**src/rtl/forward_pkg.sv**
```systemverilog
`default_nettype none
// ============================================================================
// Module   : forward_pkg
// Brief    : Shared types for the EXE-stage forwarding / load-use controller.
// Revision : 1.0 - initial release
// ============================================================================
package forward_pkg;

    // Width of the rd field carried in the in-flight tracking entries.
    localparam int c_REG_ADDR_W = 5;

    typedef enum logic [1:0] {
        FWD_RF  = 2'b00,
        FWD_MEM = 2'b01,
        FWD_WB  = 2'b10,
        FWD_LD  = 2'b11
    } fwd_sel_e;

    typedef enum logic {
        RUN    = 1'b0,
        LDWAIT = 1'b1
    } fwd_state_e;

    typedef struct packed {
        logic [c_REG_ADDR_W-1:0] rd;
        logic                    wr;
        logic                    ld;
    } rd_entry_t;

    localparam rd_entry_t c_BUBBLE = '{rd: '0, wr: 1'b0, ld: 1'b0};

endpackage
`default_nettype wire

```
**src/rtl/fwd_sel_logic.sv**
```systemverilog
`default_nettype none
// ============================================================================
// Module   : fwd_sel_logic
// Brief    : Per-operand forwarding select and load-use hazard detection.
// Revision : 1.0 - initial release
// ============================================================================
module fwd_sel_logic
    import forward_pkg::*;
(
    input  logic [c_REG_ADDR_W-1:0] i_rs_addr,
    input  rd_entry_t               i_mem_entry,
    input  logic [c_REG_ADDR_W-1:0] i_wb_rd,
    input  logic                    i_wb_wr,
    input  logic                    i_dcache_valid,
    output fwd_sel_e                o_sel,
    output logic                    o_hazard
);

    logic w_rs_nz;
    logic w_hit_mem;
    logic w_hit_wb;

    // x0 is hard-wired zero, so a write to it is never a producer.
    assign w_rs_nz   = |i_rs_addr;
    assign w_hit_mem = i_mem_entry.wr && (i_rs_addr == i_mem_entry.rd) && w_rs_nz;
    assign w_hit_wb  = i_wb_wr && (i_rs_addr == i_wb_rd) && w_rs_nz;

    always_comb begin
        o_sel = FWD_RF;
        if (w_hit_mem) begin
            if (!i_mem_entry.ld) begin
                o_sel = FWD_MEM;
            end else if (i_dcache_valid) begin
                o_sel = FWD_LD;
            end
        end else if (w_hit_wb) begin
            o_sel = FWD_WB;
        end
    end

    assign o_hazard = w_hit_mem && i_mem_entry.ld && !i_dcache_valid;

endmodule
`default_nettype wire

```
**src/rtl/forward_hazard_ctrl.sv**
```systemverilog
`default_nettype none
// ============================================================================
// Module   : forward_hazard_ctrl
// Brief    : EXE operand forwarding control with load-use stall and timeout.
// Revision : 1.0 - initial release
// ============================================================================
module forward_hazard_ctrl
    import forward_pkg::*;
#(
    // Must equal the package rd width; the tracking entries are sized from it.
    parameter int REG_ADDR_W = c_REG_ADDR_W,
    parameter int MAX_WAIT   = 64
) (
    input  logic                  clk,
    input  logic                  rst,
    input  logic [REG_ADDR_W-1:0] rs1_addr_EXE,
    input  logic [REG_ADDR_W-1:0] rs2_addr_EXE,
    input  logic [REG_ADDR_W-1:0] rd_addr_EXE,
    input  logic                  reg_write_EXE,
    input  logic                  mem_read_EXE,
    input  logic                  flush_EXE,
    input  logic                  dcache_stall,
    input  logic                  Dcache_valid,
    output logic [1:0]            rs1_sel,
    output logic [1:0]            rs2_sel,
    output logic                  stall_o,
    output logic                  hazard_timeout
);

    localparam int                 c_CNT_W   = $clog2(MAX_WAIT + 1);
    localparam logic [c_CNT_W-1:0] c_MAX_CNT = c_CNT_W'(MAX_WAIT);
    localparam logic [c_CNT_W-1:0] c_CNT_ONE = c_CNT_W'(1);

    rd_entry_t               r_mem;
    logic [REG_ADDR_W-1:0]   r_wb_rd;
    logic                    r_wb_wr;
    fwd_state_e              r_state;
    logic [c_CNT_W-1:0]      r_wait_cnt;
    logic                    r_timeout;

    rd_entry_t               w_exe_entry;
    fwd_sel_e                w_sel1;
    fwd_sel_e                w_sel2;
    logic                    w_haz1;
    logic                    w_haz2;
    logic                    w_ld_hazard;
    logic                    w_stall;

    assign w_exe_entry = '{rd: rd_addr_EXE,
                           wr: reg_write_EXE & ~flush_EXE,
                           ld: mem_read_EXE & ~flush_EXE};

    fwd_sel_logic u_sel_rs1 (
        .i_rs_addr      (rs1_addr_EXE),
        .i_mem_entry    (r_mem),
        .i_wb_rd        (r_wb_rd),
        .i_wb_wr        (r_wb_wr),
        .i_dcache_valid (Dcache_valid),
        .o_sel          (w_sel1),
        .o_hazard       (w_haz1)
    );

    fwd_sel_logic u_sel_rs2 (
        .i_rs_addr      (rs2_addr_EXE),
        .i_mem_entry    (r_mem),
        .i_wb_rd        (r_wb_rd),
        .i_wb_wr        (r_wb_wr),
        .i_dcache_valid (Dcache_valid),
        .o_sel          (w_sel2),
        .o_hazard       (w_haz2)
    );

    assign w_ld_hazard = w_haz1 | w_haz2;
    assign w_stall     = (r_state == LDWAIT) ? ~Dcache_valid : w_ld_hazard;

    always_ff @(posedge clk) begin
        if (rst) begin
            r_mem      <= c_BUBBLE;
            r_wb_rd    <= '0;
            r_wb_wr    <= 1'b0;
            r_state    <= RUN;
            r_wait_cnt <= '0;
            r_timeout  <= 1'b0;
        end else begin
            // The waiting load is never displaced from MEM; younger work stays in EXE.
            if (!dcache_stall) begin
                r_wb_rd <= r_mem.rd;
                r_wb_wr <= r_mem.wr;
                if (!w_stall) begin
                    r_mem <= w_exe_entry;
                end
            end

            case (r_state)
                RUN: begin
                    if (w_ld_hazard && !dcache_stall) begin
                        r_state    <= LDWAIT;
                        r_wait_cnt <= c_CNT_ONE;
                    end
                end
                LDWAIT: begin
                    if (!Dcache_valid) begin
                        if (r_wait_cnt != c_MAX_CNT) begin
                            r_wait_cnt <= r_wait_cnt + c_CNT_ONE;
                        end else begin
                            r_timeout <= 1'b1;
                        end
                    end else if (!dcache_stall) begin
                        r_state    <= RUN;
                        r_wait_cnt <= '0;
                    end
                end
                default: begin
                    r_state <= RUN;
                end
            endcase
        end
    end

    assign rs1_sel        = rst ? FWD_RF : w_sel1;
    assign rs2_sel        = rst ? FWD_RF : w_sel2;
    assign stall_o        = w_stall & ~rst;
    assign hazard_timeout = r_timeout & ~rst;

endmodule
`default_nettype wire

```
**config.mk**
```make
export PLATFORM = sky130hd
export DESIGN_NAME = forward_hazard_ctrl
export DESIGN_NICKNAME = d
export VERILOG_FILES = /design/src/rtl/forward_pkg.sv /design/src/rtl/fwd_sel_logic.sv /design/src/rtl/forward_hazard_ctrl.sv
export SDC_FILE = /design/constraint.sdc
export NUM_CORES = 1
export LEC_CHECK = 0
export CORE_UTILIZATION = 50
export CTS_CLUSTER_DIAMETER = 40
export DETAILED_ROUTE_END_ITERATION = 8
export PLACE_DENSITY = 0.78
export SYNTH_ARGS = -nofsm -noshare
export SYNTH_HDL_FRONTEND = slang
export SYNTH_HIERARCHICAL = 1
export SYNTH_SLANG_ARGS = --single-unit
```
**constraint.sdc**
```tcl
create_clock -name clk -period 9.08 [get_ports clk]
set_input_delay 2.724 -clock clk [delete_from_list [all_inputs] [get_ports clk]]
set_output_delay 2.724 -clock clk [all_outputs]
set_load 0.005 [all_outputs]
```
==> impl_metrics.json <==
{
  "fin_worst_skew_ns": 0.004962,
  "cp.required_ns": 6.36,
  "fillerInstances": 227,
  "grt_pass1_vias": 1072,
  "hold_buffers": 0,
  "path_clk_slew_ns": 0.13,
  "final_antenna_net_count": 0,
  "ys_seq_area_frac": 0.3244,
  "firstDrtPassIters": 4,
  "synth_nets": 179,
  "hpwl_mm": 2.303,
  "avgSynthCellArea_um2": 8.758,
  "p_per_area_mw_per_mm2": 123.8,
  "rows": 18,
  "synth-seq-cells": 22,
  "syn_inst": 155,
  "ctsLongestPathBuffers": 2,
  "totalNegativeSetupSlack_ns": 0,
  "post_cts_buffers": 0,
  "finalCritPeriodShare": 0.8739,
  "synth_edf_count": 0,
  "ys_async_sr_fraction": 0,
  "drive_gt1_frac": 0.06044,
  "critPathMaxFanout": 4,
  "leakagePower_uw": 0.0006512,
  "synth_cell_types": 36,
  "synth.cell_area_mm2": 0.001358,
  "grt_pass1_wl_mm": 4.712,
  "wl_per_cell_um": 14.32,
  "p_total_uw": 209.7,
  "vias": 1194,
  "clk_latency_ns": 0.32,
  "gr-usage-all-layers": 0.2318,
  "drc": 0,
  "synthFlopType": "dfxtp_1",
  "end_kind": "output port",
  "start_util": 0.5382,
  "yosysWarnings": 6,
  "holdCritPathClass": "reg2reg",
  "slew_viol_final": 0,
  "crit_type": "in2out",
  "peakVddDrop_v": 0.0001083,
  "wl_mm": 3.035,
  "crit_arrival_ns": 5.21,
  "fin_crit_ns": 7.935,
  "die_y_um": 54.11,
  "grt_max_degree": 24,
  "cts-resized-gates": 0,
  "hold_viol": 0,
  "portBuffers": 27,
  "drt_iter0_markers": 12,
  "cap_viol_max_count": 0,
  "numCtsBuffers": 3,
  "final_cell_mix": "27 x clkdlybuf4s50_1, 22 x dfxtp_1, 14 x nor2_1",
  "start_kind": "primary input",
  "syn_to_final_growth_pct": 24.79,
  "nets": 207,
  "io_pins": 28,
  "gp_congestion": 0.8657,
  "finish.utilization": 0.6716,
  "relSlewSlack": 0.4466,
  "cts_htree_levels": 1,
  "clock_sinks": 22,
  "routed_via_density": 5.632,
  "n_antenna_cell": 0,
  "setup_viol": 0,
  "die_area_mm2": 0.002927,
  "antenna_found_initial": 0,
  "outcome": "complete, no violations",
  "coreArea_mm2": 0.002522,
  "cts_tree": "built",
  "tightest_slew_ns": 0.8275,
  "grt-ovfl-total": 0,
  "die_w_um": 54.11,
  "fmax_mhz": 126.0,
  "rsz0062_at_grt": "false",
  "final_common_cell": "clkdlybuf4s50_1",
  "cts_root_buf": "clkbuf_4"
}
## per-stage QoR
stage                     cell area (um2)  worst slack [ns]  cells  hold slack [ns]
final                                1694             1.145    212           0.4707
after global routing                 1694             1.051    212           0.4912
after CTS                            1694             1.139    212           0.4724
after detailed placement             1642             1.151    208           0.4540
after global placement               1642             1.199    208           0.4412
after floorplan                      1358             2.147    155           0.4321
## registers in the layout, summed over array words and instances, names as in the netlist
register and cells:
r_mem 7, r_state 1, r_timeout 1, r_wait_cnt 7, r_wb_rd 5, r_wb_wr 1
## Yosys cell counts, types with 2 or more instances
library cell | n | area [um2]
nand2_1 | 8 | 30.03
ha_1 | 2 | 25.02
and3_1 | 4 | 25.02
a21boi_0 | 2 | 15.01
nand3b_1 | 2 | 15.01
dfxtp_1 | 22 | 440.4
nand3_1 | 3 | 15.01
clkbuf_1 | 2 | 7.510
nor2_2 | 2 | 12.51
o211ai_1 | 2 | 15.01
a21o_1 | 2 | 15.01
nand2b_1 | 4 | 25.02
xnor2_1 | 12 | 105.1
xor2_1 | 9 | 78.83
nor2_1 | 14 | 52.55
nor3_1 | 2 | 10.01
inv_1 | 8 | 30.03
or4_1 | 6 | 45.04
a21oi_1 | 7 | 35.03
o21ai_0 | 4 | 20.02
nor2b_1 | 4 | 25.02
mux2i_1 | 13 | 130.1
nand4_1 | 7 | 43.79
nor4_2 | 2 | 25.02
## final cells by class
| cell class | count | area, um2 | area share |
|---|---|---|---|
| sequential | 22 | 440.4 | 0.2600 |
| tap | 30 | 37.54 | 0.02216 |
| clock buffer | 3 | 22.52 | 0.01329 |
| inverter | 8 | 30.03 | 0.01773 |
| multi-input combinational | 121 | 863.3 | 0.5096 |
| timing repair buffer | 27 | 270.3 | 0.1595 |
| clock inverter | 1 | 30.03 | 0.01773 |
## cells by family (layout without fill, tap and decap cells)
logic type / after synthesis / in the layout / share of synthesized area
multiplexers: 13 / 13 / 0.09585
XOR/XNOR: 21 / 21 / 0.1355
AO/OA/AOI/OAI: 22 / 22 / 0.1134
adder cells (fa/ha/maj): 2 / 2 / 0.01843
buffers and inverters: 12 / 39 / 0.03963
flip-flops: 22 / 22 / 0.3244
AND/OR/NAND/NOR: 63 / 63 / 0.2728
## worst max-delay path, stage by stage
cell,delay (ns)
clkdlybuf4s50_1,0.47
or4_1,0.57
nor2_2,0.13
nor4_2,0.07
and3_1,0.22
or3_4,0.41
and3_1,0.18
clkdlybuf4s50_1,0.43
## path summary, 6_finish.rpt
path	cells past startpoint	slack [ns]	from	end
worst min-delay path	2	0.47	r_timeout$_SDFFE_PP0P_	r_timeout$_SDFFE_PP0P_
worst max-delay path	8	1.15	rs2_addr_EXE[2]	stall_o
worst max register to register	8	6.69	r_mem[4]$_SDFFE_PP0P_	r_wait_cnt[0]$_SDFFE_PP0P_
worst min register to register	2	0.47	r_timeout$_SDFFE_PP0P_	r_timeout$_SDFFE_PP0P_
## power by group
group	internal (uW)	switching, uW
clock	44.7	33.0
combinational	16.7	13.1
sequential	99.1	3.22
total	160	49.3
## layer usage
metal  vias up  track usage  routed length [um]
met5         -            0                   0
met4         0       0.1453                  74
met2        27       0.3786                1495
met1       554       0.2843                1367
met3         7      0.03107                  96
li1        606            -                   -
No activity file was read; power rests on OpenSTA's default activity.
